[config.mk]
export PLATFORM = sky130hd
export DESIGN_NAME = bcd_to_binary
export DESIGN_NICKNAME = d
export VERILOG_FILES = /design/src/rtl/bcd_to_binary.sv
export SDC_FILE = /design/constraint.sdc
export NUM_CORES = 1
export LEC_CHECK = 0
export CELL_PAD_IN_SITES_DETAIL_PLACEMENT = 1
export CELL_PAD_IN_SITES_GLOBAL_PLACEMENT = 1
export CORE_MARGIN = 1.5
export CORE_UTILIZATION = 36
export DETAILED_ROUTE_END_ITERATION = 10
export MAX_ROUTING_LAYER = met4
export PLACE_DENSITY_LB_ADDON = 0.05
export SYNTH_ARGS = -nofsm -noshare
export SYNTH_HDL_FRONTEND = slang
export SYNTH_SLANG_ARGS = --single-unit
[constraint.sdc]
create_clock -name Clk -period 3.7 [get_ports Clk]
set_clock_uncertainty 0.05 [all_clocks]
set_input_delay 0.74 -clock Clk [delete_from_list [all_inputs] [get_ports Clk]]
set_output_delay 0.74 -clock Clk [all_outputs]
set_load 0.01 [all_outputs]
[src/rtl/bcd_to_binary.sv]
// bcd_to_binary
// Converts a nine-digit BCD number (BCD8 most significant) into a binary
// value using one multiply-by-ten-and-add step per clock.
//
// Ports:
//   Clk          sole clock, rising edge
//   Reset        asynchronous, active-high reset
//   start        conversion request, only looked at while idle
//   BCD0..BCD8   decimal digits, BCD0 least significant
//   data         registered binary result, zero-extended to OUT_WIDTH
//   busy         high whenever the block is converting or signalling done
//   done         one-cycle completion strobe
//   error        last accepted request contained a digit above 9
//
// Timing: a valid request takes 9 CONV cycles plus 1 DONE cycle, so done
// appears in the 10th cycle after the edge that sampled start. A request with
// a bad digit skips CONV and reports done/error in the very next cycle.
module bcd_to_binary #(
  parameter int OUT_WIDTH = 36
) (
  input  logic                 Clk,
  input  logic                 Reset,
  input  logic                 start,
  input  logic [3:0]           BCD0,
  input  logic [3:0]           BCD1,
  input  logic [3:0]           BCD2,
  input  logic [3:0]           BCD3,
  input  logic [3:0]           BCD4,
  input  logic [3:0]           BCD5,
  input  logic [3:0]           BCD6,
  input  logic [3:0]           BCD7,
  input  logic [3:0]           BCD8,
  output logic [OUT_WIDTH-1:0] data,
  output logic                 busy,
  output logic                 done,
  output logic                 error
);

  localparam logic [1:0] ST_IDLE = 2'd0;
  localparam logic [1:0] ST_CONV = 2'd1;
  localparam logic [1:0] ST_DONE = 2'd2;

  logic [1:0]           state_q, state_d;
  logic [35:0]          digits_q, digits_d;
  logic [3:0]           index_q, index_d;
  logic [OUT_WIDTH-1:0] acc_q, acc_d;
  logic [OUT_WIDTH-1:0] data_q, data_d;
  logic                 error_q, error_d;

  logic [35:0]          digits_in_s;
  logic                 any_invalid_s;
  logic [3:0]           cur_digit_s;
  logic [OUT_WIDTH-1:0] acc_next_s;

  // A BCD nibble is only legal in the range 0..9.
  function automatic logic digit_invalid(input logic [3:0] d);
    return (d > 4'd9);
  endfunction

  // True when any of the nine packed nibbles is out of range.
  function automatic logic any_digit_invalid(input logic [35:0] ds);
    logic r;
    r = 1'b0;
    for (int i = 0; i < 9; i++) begin
      r = r | digit_invalid(ds[i*4 +: 4]);
    end
    return r;
  endfunction

  assign digits_in_s   = {BCD8, BCD7, BCD6, BCD5, BCD4, BCD3, BCD2, BCD1, BCD0};
  assign any_invalid_s = any_digit_invalid(digits_in_s);

  // Select the captured digit currently being folded into the accumulator.
  always_comb begin
    cur_digit_s = 4'd0;
    case (index_q)
      4'd0:    cur_digit_s = digits_q[3:0];
      4'd1:    cur_digit_s = digits_q[7:4];
      4'd2:    cur_digit_s = digits_q[11:8];
      4'd3:    cur_digit_s = digits_q[15:12];
      4'd4:    cur_digit_s = digits_q[19:16];
      4'd5:    cur_digit_s = digits_q[23:20];
      4'd6:    cur_digit_s = digits_q[27:24];
      4'd7:    cur_digit_s = digits_q[31:28];
      4'd8:    cur_digit_s = digits_q[35:32];
      default: cur_digit_s = 4'd0;
    endcase
  end

  // acc*10 built from two shifts so no multiplier is inferred.
  assign acc_next_s = (acc_q << 3'd3) + (acc_q << 3'd1)
                    + {{(OUT_WIDTH-4){1'b0}}, cur_digit_s};

  // Next-state and datapath decisions for the three-state controller.
  always_comb begin
    state_d  = state_q;
    digits_d = digits_q;
    index_d  = index_q;
    acc_d    = acc_q;
    data_d   = data_q;
    error_d  = error_q;
    case (state_q)
      ST_IDLE: begin
        if (start) begin
          if (any_invalid_s) begin
            // Bad request: report immediately, never enter CONV.
            error_d = 1'b1;
            data_d  = {OUT_WIDTH{1'b0}};
            state_d = ST_DONE;
          end else begin
            digits_d = digits_in_s;
            acc_d    = {OUT_WIDTH{1'b0}};
            index_d  = 4'd8;
            error_d  = 1'b0;
            state_d  = ST_CONV;
          end
        end else begin
          state_d = ST_IDLE;
        end
      end
      ST_CONV: begin
        acc_d = acc_next_s;
        if (index_q == 4'd0) begin
          // Only the finished value is published on data.
          data_d  = acc_next_s;
          state_d = ST_DONE;
        end else begin
          index_d = index_q - 4'd1;
          state_d = ST_CONV;
        end
      end
      ST_DONE: begin
        state_d = ST_IDLE;
      end
      default: begin
        state_d = ST_IDLE;
      end
    endcase
  end

  // State registers with asynchronous reset.
  always_ff @(posedge Clk or posedge Reset) begin
    if (Reset) begin
      state_q  <= ST_IDLE;
      digits_q <= 36'd0;
      index_q  <= 4'd0;
      acc_q    <= {OUT_WIDTH{1'b0}};
      data_q   <= {OUT_WIDTH{1'b0}};
      error_q  <= 1'b0;
    end else begin
      state_q  <= state_d;
      digits_q <= digits_d;
      index_q  <= index_d;
      acc_q    <= acc_d;
      data_q   <= data_d;
      error_q  <= error_d;
    end
  end

  assign data  = data_q;
  assign error = error_q;
  assign busy  = (state_q != ST_IDLE);
  assign done  = (state_q == ST_DONE);

endmodule

; Yosys cells after proc, flatten, opt, wreduce, memory -nomap -nowiden
; Index checks and enable logic that the tools add are counted.
[op_classes]
n_eq_ne = 15
magnitude_cmp = 9
reduce_logical = 9
n_addsub = 3
muxes = 17
n_bitwise = 9
[op_table]
columns = op, count
row1 = 2-to-1 mux 36 bit, 3
row2 = one-hot mux 36 bit (2 select lines), 1
row3 = 2-to-1 mux 35 bit, 2
row4 = one-hot mux 35 bit (2 select lines), 1
row5 = adder 36 bit, 1
row6 = adder 36 x 4 -> 36 bit, 1
row7 = "greater-than comparator 4 bit, second input constant", 9
row8 = one-hot mux 4 bit (9 select lines), 1
row9 = "equality test 4 x 3 -> 1 bit, second input constant", 4
row10 = 2-to-1 mux 4 bit, 3
row11 = "inequality test 2 bit, second input constant", 5
row12 = "equality test 4 x 2 -> 1 bit, second input constant", 2
row13 = bitwise OR 1 bit, 8
row14 = one-hot mux 4 bit (2 select lines), 1
row15 = AND reduction 4 bit, 2
row16 = 2-to-1 mux 2 bit, 3
row17 = AND reduction 3 bit, 2
row18 = "equality test 4 x 1 -> 1 bit, second input constant", 1
row19 = "equality test 4 bit, second input constant", 1
row20 = zero test 4 bit, 1
row21 = one-hot mux 2 bit (2 select lines), 1
row22 = nonzero test 2 bit, 2
row23 = "subtractor 4 x 1 -> 4 bit, second input constant", 1
row24 = "equality test 2 x 1 -> 1 bit, second input constant", 1
row25 = other kinds (5), 5
[totals]
wordCells = 68
input_bits = 39
output_inout_bits = 39
register_bits = 114

; Logic depth before layout (Yosys ltp)
; Gate-level depths: netlist (run 1).
[logic_depth]
word_depth = 12
ltp_mapped = 18

; Worst setup path after synthesis (run 1)
; No wires, ideal clock.
[synth_timing]
path_kind = register to register
from = register index_q[0]
to = register data_q[33] (netlist: data[33])
path_stages_with_launch = 18
path_slack_ns = -0.347
n_path_buf = 1
synth_period_minus_slack_ns = 4.047
arrival_time_ns = 3.876
t_required_ns = 3.528
path_cell_list = dfrtp_1 -> inv_1 -> ha_1 -> clkbuf_1 -> a22o_1 -> nor3_1 -> a311oi_1 -> a31oi_1 -> fa_1 -> inv_1 -> ha_1 -> a211oi_1 -> o21ai_2 -> o211a_1 -> o211ai_2 -> a2111oi_2 -> or3_1 -> a32o_1
[synth_via]
elab_chain_cells = 5
[synth_rtl]
columns = item, line
row1 = "start, declared", 45  ; logic [3:0] index_q, index_d;
row2 = "start signal, assigned", 153  ; index_q <= index_d;
row3 = equality test 4 bit (tied with other cells), 76  ; case (index_q)
row4 = one-hot mux 4 bit (9 select lines), 76
row5 = adder 36 x 4 -> 36 bit, 92  ; + {{(OUT_WIDTH-4){1'b0}}, cur_digit_s};
row6 = 2-to-1 mux 36 bit, 123  ; if (index_q == 4'd0) begin
row7 = one-hot mux 36 bit (2 select lines), 102  ; case (state_q)
row8 = "end signal, assigned", 148  ; data_q <= {OUT_WIDTH{1'b0}};
row9 = "end signal, assigned", 155  ; data_q <= data_d;
row10 = "end, declared", 47  ; logic [OUT_WIDTH-1:0] data_q, data_d;
; Parallel ways exist; a longest one is shown, timed or not. The select of a mux whose other input is x is not followed.
; A chain may end at the register's enable or synchronous reset.

; Worst setup path after layout (run 1)
[layout_timing]
from = register index_q[1]
to = register acc_q[32]
[layout_via]
elab_chain_cells = 4
[layout_rtl]
columns = item, line
row1 = equality test 4 bit (tied with other cells), 76
row2 = one-hot mux 4 bit (9 select lines) (*), 76
row3 = adder 36 x 4 -> 36 bit (*), 92
row4 = one-hot mux 35 bit (2 select lines) (*), 102
row5 = "end signal, assigned", 147  ; acc_q <= {OUT_WIDTH{1'b0}};
row6 = "end, declared", 46  ; logic [OUT_WIDTH-1:0] acc_q, acc_d;
; Every way passes the cells marked *; elsewhere a longest branch is shown, timed or not.

==> results of run 1 <==
[per-layer routing]
layer	vias to the layer above	global-route usage	wire length [microns]
li1	2933	-	-
met1	3177	0.294	10100
met2	117	0.415	12000
met3	31	0.0370	630
met4	0	0.0736	482
met5	-	-	0
[report_power, final]
part           internal (mW)  switching, mW  total, mW
clock                  0.999          0.658       1.66
sequential              1.49          0.268       1.76
combinational           2.21           3.19       5.41
[worst min-delay path, delay by kind of cell, from the launching register on]
kind	cells	cell delay (ns)
flops	1	0.34
compound gates	1	0.05
simple gates	1	0.05
[final cells by class]
class / count / area, sq um
clock buffers: 18 / 429
clock inverters: 14 / 158
fillers: 2160 / 9770
inverters: 24 / 98.8
multi-input cells: 555 / 4530
flip-flops and latches: 114 / 2860
well taps: 265 / 332
repair buffers: 131 / 1230
[synthesized netlist by cell type (all sizes together) (3+ instances only)]
| master | instances |
|---|---|
| a211oi | 6 |
| a21o | 15 |
| a21oi | 44 |
| a22o | 13 |
| a22oi | 10 |
| a31oi | 4 |
| a32o | 13 |
| and2 | 3 |
| and3 | 8 |
| buf | 12 |
| clkbuf | 23 |
| dfrtp | 114 |
| ha | 70 |
| inv | 24 |
| mux2 | 39 |
| nand2 | 98 |
| nand2b | 6 |
| nand3 | 18 |
| nand4 | 7 |
| nor2 | 19 |
| nor2b | 6 |
| nor3 | 13 |
| nor4 | 6 |
| o211ai | 5 |
| o21a | 5 |
| o21ai | 60 |
| o21bai | 9 |
| o221ai | 3 |
| o31a | 5 |
| o31ai | 13 |
| or3 | 10 |
| xnor2 | 10 |
| xor2 | 9 |
[state kept, by name (all words and copies together) (netlist names)]
register	flops
data	36
digits_q	36
acc_q	35
index_q	4
state_q	2
error	1
[cells by family after synthesis]
logic type | Yosys count | share of synthesized area
flops | 114 | 0.402
simple gates | 200 | 0.132
mux | 40 | 0.0633
buf+inv | 59 | 0.0333
xor+xnor | 19 | 0.0235
fa+ha+maj | 72 | 0.129
compound gates | 224 | 0.217
[repair_timing]
item | CTS | global route
pin swaps | 35 | 24
setup endpoints to repair | 48 | 56
buffers inserted | 10 | 10
resized for setup | 63 | 42
endpoints found under the hold margin | 0 | 0
[how the worst min path moves through the flow]
stage                            to  slack (ns)  cells after the start
after floorplan           acc_q[33]        0.42                      1
after global placement     data[24]        0.41                      2
after detailed placement   data[24]        0.42                      2
after CTS                  data[24]        0.43                      2
after global routing       data[17]        0.46                      2
final                      data[24]        0.43                      2
[stage by stage]
stage	util	setup slack (ns)	cells
floorplan	-	-0.126	728
global placement	0.434	-0.328	1074
detailed placement	0.434	-0.492	1074
CTS	0.485	-0.296	1114
global route	0.496	-0.493	1121
finish	0.496	-0.333	1121
==> summary.md, run 1 <==
| Metric | Value |
|---|---|
| Die H | about 140 microns |
| Commonest non-fill, non-tap cell in the layout | dfrtp_1 |
| Total Power | 8.83 mW |
| DR DRC count | 0 |
| Syn. warnings | 0 |
| Failing checks | setup timing |
| Post-CTS Hold Fix Bufs | 0 |
| End point of the critical path | acc_q[32] |
| Aggregate negative setup slack | -5.18 ns |
| Ys async rst share | 1.00 |
| WS Path Type | reg -> reg |
| Min Tclk post-route | 4.03 ns |
| Width of the die | 143 microns |
| Synth area leader | dfrtp_1 |
| Initial Util | 0.366 |
| Area of the mapped netlist | 7090 sq um |
| DRT iter0 DRCs | ~350 |
| Final Instance Area | 9630 sq um |
| Vias per inst | 5.58 |
| Worst hold margin | 0.428 ns |
| Post-synthesis register bit count | between 100 and 150 |
| Post-Route WL | 23.2 mm |
| Slowest stage delay, CP | 0.46 ns |
| Io pins | 78 |
| Post-synthesis sequential area ratio | 0.402 |
| Count of TritonRoute iterations in the first routing pass | 4 |
| WP buf/inv | 4 |
| Hold_sp | data[24] |
| Layout overhead on the synthesized area | 35.7% |
| I/O Buffers | 77 |
| Slack of the critical path | -0.333 ns |
| Worst reg2reg endpoint | acc_q[32] |
| Post-Syn Nets | about 840 |
| H-tree levels | 4 |
| Setup crit end kind | flip-flop |
| First-pass GRT wire length | 37.0 mm |
| Fin. Hold Viols | 0 |
| Maximum VDD drop | 0.000434 V |
| Syn_area_per_cell | about 9.7 sq um |
| CTS Buf Count | 17 |
| Nets@finish | between 900 and 1000 |
| Largest net degree at the start of global routing | 71 |
| Placed cell area | 8430 sq um |
| Pwr/cell area | 917 nW/um^2 |
| Clock Latency Late Sink | 0.43 ns |
| EDFF count, synth | 0 |
| Yosys cell types | 60 |
| Global Route Usage Sum | 0.242 |
| Wirelength per Cell | 20.7 microns |
| Post-route antenna net violation count | 0 |
| Max-slew headroom | 0.114 |
| Req. time, crit path | 3.95 ns |
| Clock sink count | 114 |
| Unrepaired setup endpoints after global routing | true |
| Initial antenna violation count | 0 |
| Core area | 19400 sq um |
| Most frequent cells in the layout | dfrtp_1 (112), nand2_1 (96), clkdlybuf4s50_1 (77) |
| ANT cells | 0 |
| Worst path depth | 19 |
| CTS clk-pin slew, worst paths | approximately 0.060 ns |
| Full die area | 20600 sq um |
| Fin crit share | 1.09 |
| Hold Crit Class | reg -> reg |
| Tightest Pin Transition | between 1 and 1.5 ns |
| Leak Pwr | 4.39 nW |
| R2R cell count | 19 |
| Max Clk Rate | about 0.25 GHz |
| Max-slew violation count | 0 |
| Root buf cell | clkbuf_16 |
| Max-Cap Viols | 0 |
| Setup Viol. Count Final | 35 |
| Ys flop type | dfrtp_1 |
| Peak fanout along the critical path | 7 |
| Layout cells sized above 1 | 0.244 |
| Vias | 6258 |
| Clock Path Buffers | 2 |
| Reg2reg start | index_q[1] |
| Delay-heaviest family, CP | compound AO/OA/AOI/OAI gates |
| Vias in the first global route | 6727 |
| CTS tree | built |
| CP max stage cell | dfrtp_2 |
| Hpwl dp | 16.8 mm |
| CP Data Arrival Time | 4.29 ns |
| Grt ovf | 0 |
| Top cell type's share of synthesized area | 0.402 |
| Rows | 51 |
| Post-Synthesis Cells | 728 |
| Synth top area cells | dfrtp_1 (40%), ha_1 (12%), mux2_2 (6.2%) |
| Slack of the worst reg-to-reg path | -0.33 ns |
| Critical-path cell list | inv_4, ha_4, buf_4, buf_4, a22oi_1, nand2_1, a21oi_1, o21ai_0, ha_1, ha_2, inv_2, fa_2, nor2b_4, o31a_1, o31a_1, o211ai_2, a2111oi_4, or3_4, a32o_1 |
| GP Congestion | 0.876 |
| Status | finished, violations left |
| Crit path from | index_q[1] |
| Crit path launch type | flip-flop |
(Power assumes the default switching activity.)
==> run 2, diff against run 1 <==
--- a/config.mk
+++ b/config.mk
@@ -12,6 +12,7 @@
 export DETAILED_ROUTE_END_ITERATION = 10
 export MAX_ROUTING_LAYER = met4
 export PLACE_DENSITY_LB_ADDON = 0.05
+export RECOVER_POWER = 100
 export SYNTH_ARGS = -nofsm -noshare
 export SYNTH_HDL_FRONTEND = slang
 export SYNTH_SLANG_ARGS = --single-unit
==> run 2 against run 1 <==
  * Total power is 0.28% lower
  * Largest cell class unchanged
  * Critical path type unchanged
  * First-iteration DRC count is 2.3% higher
  * Sequential cell count stayed put
  * Register-to-register slack hardly changed
  * Sequential power hardly changed
  * Via count hardly changed
  * Design area is 0.36% lower
  * Sequential share of layout area is 0.11 points higher
  * Global-route usage stayed put
  * Hold slack worse by 0.0064 ns
  * Die area stayed put
  * Largest power group unchanged
  * Critical path depth stayed put
  * The run ends with capacitance limit, slew limit, setup timing left
==> summary.md, run 2 (synthesis results as in run 1) <==
| Metric | Value |
|---|---|
| Global Route Usage Sum | 0.242 (unchanged) |
| Initial antenna violation count | 0 (unchanged) |
| Largest net degree at the start of global routing | 71 (unchanged) |
| Sequential power share | 0.200 (about the same) |
| Post-route antenna net violation count | 0 (unchanged) |
| Slack of the critical path | -0.345 ns (-0.0117 ns) |
| Count of TritonRoute iterations in the first routing pass | 4 (unchanged) |
| Total Power | 8.80 mW (-0.28%) |
| Post-CTS Hold Fix Bufs | 0 (unchanged) |
| WS Path Type | reg -> reg |
| Fillers | 2169 (+0.42%) |
| Most frequent cells in the layout | dfrtp_1 (112), nand2_1 (96), ha_1 (64) |
| Max-Cap Viols | 2 (+2) |
| Cell-internal power | 4.70 mW (-0.26%) |
| Clock Path Buffers | 2 (unchanged) |
| Min Tclk post-route | 4.04 ns (+0.0117 ns) |
| Pwr/cell area | 918 nW/um^2 (about the same) |
| First-pass GRT wire length | 37.0 mm (unchanged) |
| Hpwl dp | 16.8 mm (unchanged) |
| Leak Pwr | 4.50 nW (+2.6%) |
| H-tree levels | 4 (unchanged) |
| GP Congestion | 0.876 (unchanged) |
| Peak fanout along the critical path | 7 (unchanged) |
| Crit path launch type | flip-flop |
| Unrepaired setup endpoints after global routing | true |
| Status | finished, violations left |
| Fin. Hold Viols | 0 (unchanged) |
| Rows | 51 (unchanged) |
| Max-slew violation count | 116 (+116) |
| Layout overhead on the synthesized area | 35.2% |
| I/O Buffers | 77 (unchanged) |
| Initial Util | 0.366 (unchanged) |
| Wirelength per Cell | 20.8 microns (+0.13%) |
| Layout cells sized above 1 | 0.235 (-0.00935) |
| DRT iter0 DRCs | 356 (+2.3%) |
| Full die area | 20600 sq um (unchanged) |
| Final Instance Area | 9590 sq um (-0.36%) |
| Setup Viol. Count Final | 39 (+11%) |
| Fin crit share | 1.09 (+0.00316) |
| Hold Crit Class | reg -> reg |
| Core area | 19400 sq um (unchanged) |
| Setup crit end kind | flip-flop |
| Clock sink count | 114 (unchanged) |
| P_sw | 4.11 mW (-0.30%) |
| Clock group share of total power | 0.188 (about the same) |
| Failing checks | capacitance limit, slew limit, setup timing |
| Root buf cell | clkbuf_16 |
| Post-route core utilization | 0.495 (-0.00181) |
| CP Data Arrival Time | 4.30 ns (about the same) |
| Clock Latency Late Sink | 0.43 ns (about the same) |
| ANT cells | 0 (unchanged) |
| Width of the die | 143 microns (unchanged) |
| DR DRC count | 0 (unchanged) |
| Switch share | 0.467 (about the same) |
| Placed cell area | 8430 sq um (unchanged) |
| Comb pwr share | 0.611 (-0.002) |
| Maximum VDD drop | 0.000433 V (-0.21%) |
| CTS Buf Count | 17 (unchanged) |
| Commonest non-fill, non-tap cell in the layout | dfrtp_1 |
| CTS clk-pin slew, worst paths | 0.06 ns (about the same) |
| Nets@finish | 954 (unchanged) |
| Io pins | 78 (unchanged) |
| Tightest Pin Transition | 2.45 ns (+1.13 ns) |
| Pre-CTS setup slack | -0.492 ns (unchanged) |
| Vias in the first global route | 6727 (unchanged) |
| Vias | 6259 (+0.016%) |
| Grt ovf | 0 (unchanged) |
| Max Clk Rate | 0.247 GHz (-0.29%) |
| Post-Route WL | 23.3 mm (+0.13%) |
| Vias per inst | 5.58 (about the same) |
| Req. time, crit path | 3.95 ns (about the same) |
| Max-slew headroom | -0.632 (-0.745) |
| Die H | 143 microns (unchanged) |
| CTS tree | built |
run 2: cell types whose count changed in the layout (fill, tap and decap cells not counted), sizes merged:
cell           before  now
clkbuf             18   24
clkdlybuf4s50      77   36
buf                54   48
dlygate4sd3         0   41
run 2: layout make-up:
cell class / count / area (sq um) / share of cell area
tap: 265 / 332 / 0.0346
multi-input combinational: 555 / 4510 / 0.470
inverter: 24 / 98.8 / 0.0103
timing repair buffer: 131 / 1210 / 0.126
clock inverter: 14 / 158 / 0.0164
sequential: 114 / 2860 / 0.298
clock buffer: 18 / 429 / 0.0447
run 2: final timing paths:
kind | cells past startpoint | endpoint | start | slack [ns]
setup / recovery | 19 | acc_q[32] | index_q[1] | -0.34
hold / removal | 2 | data[24] | data[24] | 0.42
setup reg to reg | 19 | acc_q[32] | index_q[1] | -0.34
hold reg to reg | 2 | data[24] | data[24] | 0.42
max in group asynchronous | 3 | acc_q[25] | Reset | 0.51
min in group asynchronous | 3 | data[5] | Reset | 1.38
run 2: worst max-delay path, cell delays in order, from the launching register on:
cell and delay [ns]:
dfrtp_2 0.46, inv_4 0.07, ha_4 0.19, buf_4 0.13, buf_4 0.12, a22oi_1 0.13, nand2_1 0.08, a21oi_1 0.16
o21ai_0 0.10, ha_1 0.19, ha_2 0.18, inv_2 0.05, fa_2 0.22, nor2b_4 0.05, o31a_1 0.25, o31a_1 0.36
o211ai_2 0.30, a2111oi_4 0.12, or3_4 0.41, a32o_1 0.26
run 2: power by group through the flow:
stage / Sequential [mW] / Clock, mW / Combinational (mW)
detailed placement: 1.77 / 0 / 4.47
CTS: 1.76 / 1.69 / 5.05
global placement: 1.77 / 0 / 4.32
global route: 1.80 / 1.74 / 5.92
floorplan: 1.66 / 0 / 3.19
finish: 1.76 / 1.66 / 5.38
run 2: timing repair:
item	4_1_cts	5_1_grt
endpoints found under the setup margin	48	56
resized for setup	63	42
setup buffers	10	10
pin swaps	35	24
run 2: through the flow:
| step | TNS [ns] | hold slack [ns] | instances |
|---|---|---|---|
| after floorplan | -0.359 | 0.420 | 728 |
| after global placement | -6.80 | 0.411 | 1074 |
| after detailed placement | -13.41 | 0.419 | 1074 |
| after CTS | -5.54 | 0.432 | 1114 |
| after global routing | -14.11 | 0.459 | 1121 |
| final | -6.37 | 0.422 | 1121 |
run 2: metal layers:
layer,up-vias,GRT usage,share of wire
met1,3199,0.294,0.44
met3,29,0.0370,0.025
met2,103,0.415,0.52
li1,2928,-,-
met5,-,-,0
met4,0,0.0736,0.020
==> run 3, diff against run 2 <==
--- a/config.mk
+++ b/config.mk
@@ -13,6 +13,7 @@
 export MAX_ROUTING_LAYER = met4
 export PLACE_DENSITY_LB_ADDON = 0.05
 export RECOVER_POWER = 100
+export SKIP_CTS_REPAIR_TIMING = 1
 export SYNTH_ARGS = -nofsm -noshare
 export SYNTH_HDL_FRONTEND = slang
 export SYNTH_SLANG_ARGS = --single-unit
==> run 3 against run 2 <==
  * The flow still finishes with violations (capacitance limit, slew limit, setup timing)
  * Routed wire length is 1.3% lower
  * Hold slack about the same
  * Core utilization fell by 0.95 points
  * Clock power about the same
  * Critical path depth decreased by 1
  * Combinational power shrank 3.7%
  * Maximum frequency rose by 0.33%
  * Cell count shrank 0.71%
  * Critical endpoint unchanged
  * Largest power group unchanged
==> summary.md, run 3 (synthesis results as in run 1) <==
| Metric | Value |
|---|---|
| Status | finished, violations left |
| Failing checks | capacitance limit, slew limit, setup timing |
| Slowest stage delay, CP | 0.46 ns (about the same) |
| Largest net degree at the start of global routing | 71 (unchanged) |
| Wirelength per Cell | 20.6 microns (-0.58%) |
| CP max stage cell | dfrtp_2 |
| Layout cells sized above 1 | 0.216 (-0.0190) |
| Io pins | 78 (unchanged) |
| Fin. Hold Viols | 0 (unchanged) |
| Hold Path Stages | 2 (unchanged) |
| Leak Pwr | 4.42 nW (-1.7%) |
| GP Congestion | 0.876 (unchanged) |
| Max-slew violation count | 116 (unchanged) |
| Pre-CTS setup slack | -0.492 ns (unchanged) |
| Count of TritonRoute iterations in the first routing pass | 4 (unchanged) |
| Commonest non-fill, non-tap cell in the layout | dfrtp_1 |
| Vias per inst | 5.56 (-0.34%) |
| Initial antenna violation count | 0 (unchanged) |
| Tightest Pin Transition | 2.43 ns (-0.0186 ns) |
| Clock Path Buffers | 2 (unchanged) |
| Min Tclk post-route | 4.03 ns (-0.0133 ns) |
| ANT cells | 0 (unchanged) |
| Die H | 143 microns (unchanged) |
| Nets@finish | 946 (-0.84%) |
| Vias | 6193 (-1.1%) |
| First-pass GRT wire length | 36.1 mm (-2.5%) |
| Peak fanout along the critical path | 6 (-1) |
| Rows | 51 (unchanged) |
| Pwr/cell area | 913 nW/um^2 (-0.51%) |
| Global Route Usage Sum | 0.236 (-0.00678) |
| CTS tree | built |
| Post-Route WL | 23.0 mm (-1.3%) |
| Clock sink count | 114 (unchanged) |
| Hpwl dp | 16.8 mm (unchanged) |
| Grt ovf | 0 (unchanged) |
| Delay-heaviest family, CP | compound AO/OA/AOI/OAI gates |
| DR DRC count | 0 (unchanged) |
| Slack of the critical path | -0.332 ns (+0.0133 ns) |
| Max-slew headroom | -0.619 (+0.0124) |
| Post-route antenna net violation count | 0 (unchanged) |
| Most frequent cells in the layout | dfrtp_1 (112), nand2_1 (96), ha_1 (65) |
| Width of the die | 143 microns (unchanged) |
| Hold Crit Class | reg -> reg |
| Full die area | 20600 sq um (unchanged) |
| Maximum VDD drop | 0.000413 V (-4.5%) |
| I/O Buffers | 77 (unchanged) |
| Vias in the first global route | 6559 (-2.5%) |
| Total Power | 8.59 mW (-2.4%) |
| Crit path launch type | flip-flop |
| H-tree levels | 4 (unchanged) |
| Setup crit end kind | flip-flop |
| CP Data Arrival Time | 4.28 ns (-0.02 ns) |
| Unrepaired setup endpoints after global routing | true |
| Req. time, crit path | 3.95 ns (about the same) |
| CTS clk-pin slew, worst paths | 0.06 ns (about the same) |
| Critical-path cell list | inv_4, ha_4, buf_2, a22oi_2, a21oi_1, a21oi_1, o21ai_1, ha_1, ha_1, inv_2, fa_2, nor2b_4, o31a_1, o31a_1, o211ai_4, a2111oi_4, or3_4, a32o_1 |
| Setup Viol. Count Final | 40 (+2.6%) |
| Layout overhead on the synthesized area | 32.6% |
| DRT iter0 DRCs | 412 (+16%) |
| Fin crit share | 1.09 (-0.00359) |
| R2R cell count | 18 (-1) |
| WS Path Type | reg -> reg |
| Initial Util | 0.366 (unchanged) |
| Max Clk Rate | 0.248 GHz (+0.33%) |
| WP buf/inv | 3 (-1) |
| Root buf cell | clkbuf_16 |
| Max-Cap Viols | 2 (unchanged) |
| CTS Buf Count | 17 (unchanged) |
| Core area | 19400 sq um (unchanged) |
| Clock Latency Late Sink | 0.42 ns (about the same) |
| Worst path depth | 18 (-1) |
run 3: layout make-up:
class                   instances  area [sq um]
multi-input cells             555          4410
clock buffers                  18           429
inverters                      24          98.8
well taps                     265           332
repair buffers                123          1130
flip-flops and latches        114          2860
clock inverters                14           158
fillers                      2165          9990
run 3: per-layer routing:
metal	part of all wire	track usage
met5	0	-
met4	0.012	0.0730
met3	0.026	0.0347
met2	0.52	0.396
met1	0.44	0.293
run 3: per-stage QoR:
stage / cell area (sq um) / cells / hold WS, ns / util / setup TNS [ns]
global placement: 8430 / 1074 / 0.411 / 0.434 / -6.80
floorplan: 7170 / 728 / 0.420 / - / -0.359
finish: 9410 / 1113 / 0.422 / 0.485 / -6.22
CTS: 9010 / 1106 / 0.432 / 0.465 / -14.66
global route: 9410 / 1113 / 0.459 / 0.485 / -14.58
detailed placement: 8430 / 1074 / 0.419 / 0.434 / -13.41
run 3: worst min-delay path, stage by stage (launching register included):
cell and delay [ns]:
dfrtp_1 0.33, nand2_1 0.05, o31ai_1 0.05
run 3: final timing paths:
path	endpoint	start	slack, ns
worst min register to register	data[24]	data[24]	0.42
worst max register to register	acc_q[32]	index_q[1]	-0.33
max in group asynchronous	acc_q[25]	Reset	0.51
min in group asynchronous	data[5]	Reset	1.38
worst min-delay path	data[24]	data[24]	0.42
worst max-delay path	acc_q[32]	index_q[1]	-0.33
run 3: report_power, final:
group	internal [mW]	switching [mW]	leakage, nW
clock	1.00	0.656	0.289
sequential	1.49	0.263	1.50
combinational	2.07	3.10	2.63
total	4.57	4.02	4.42
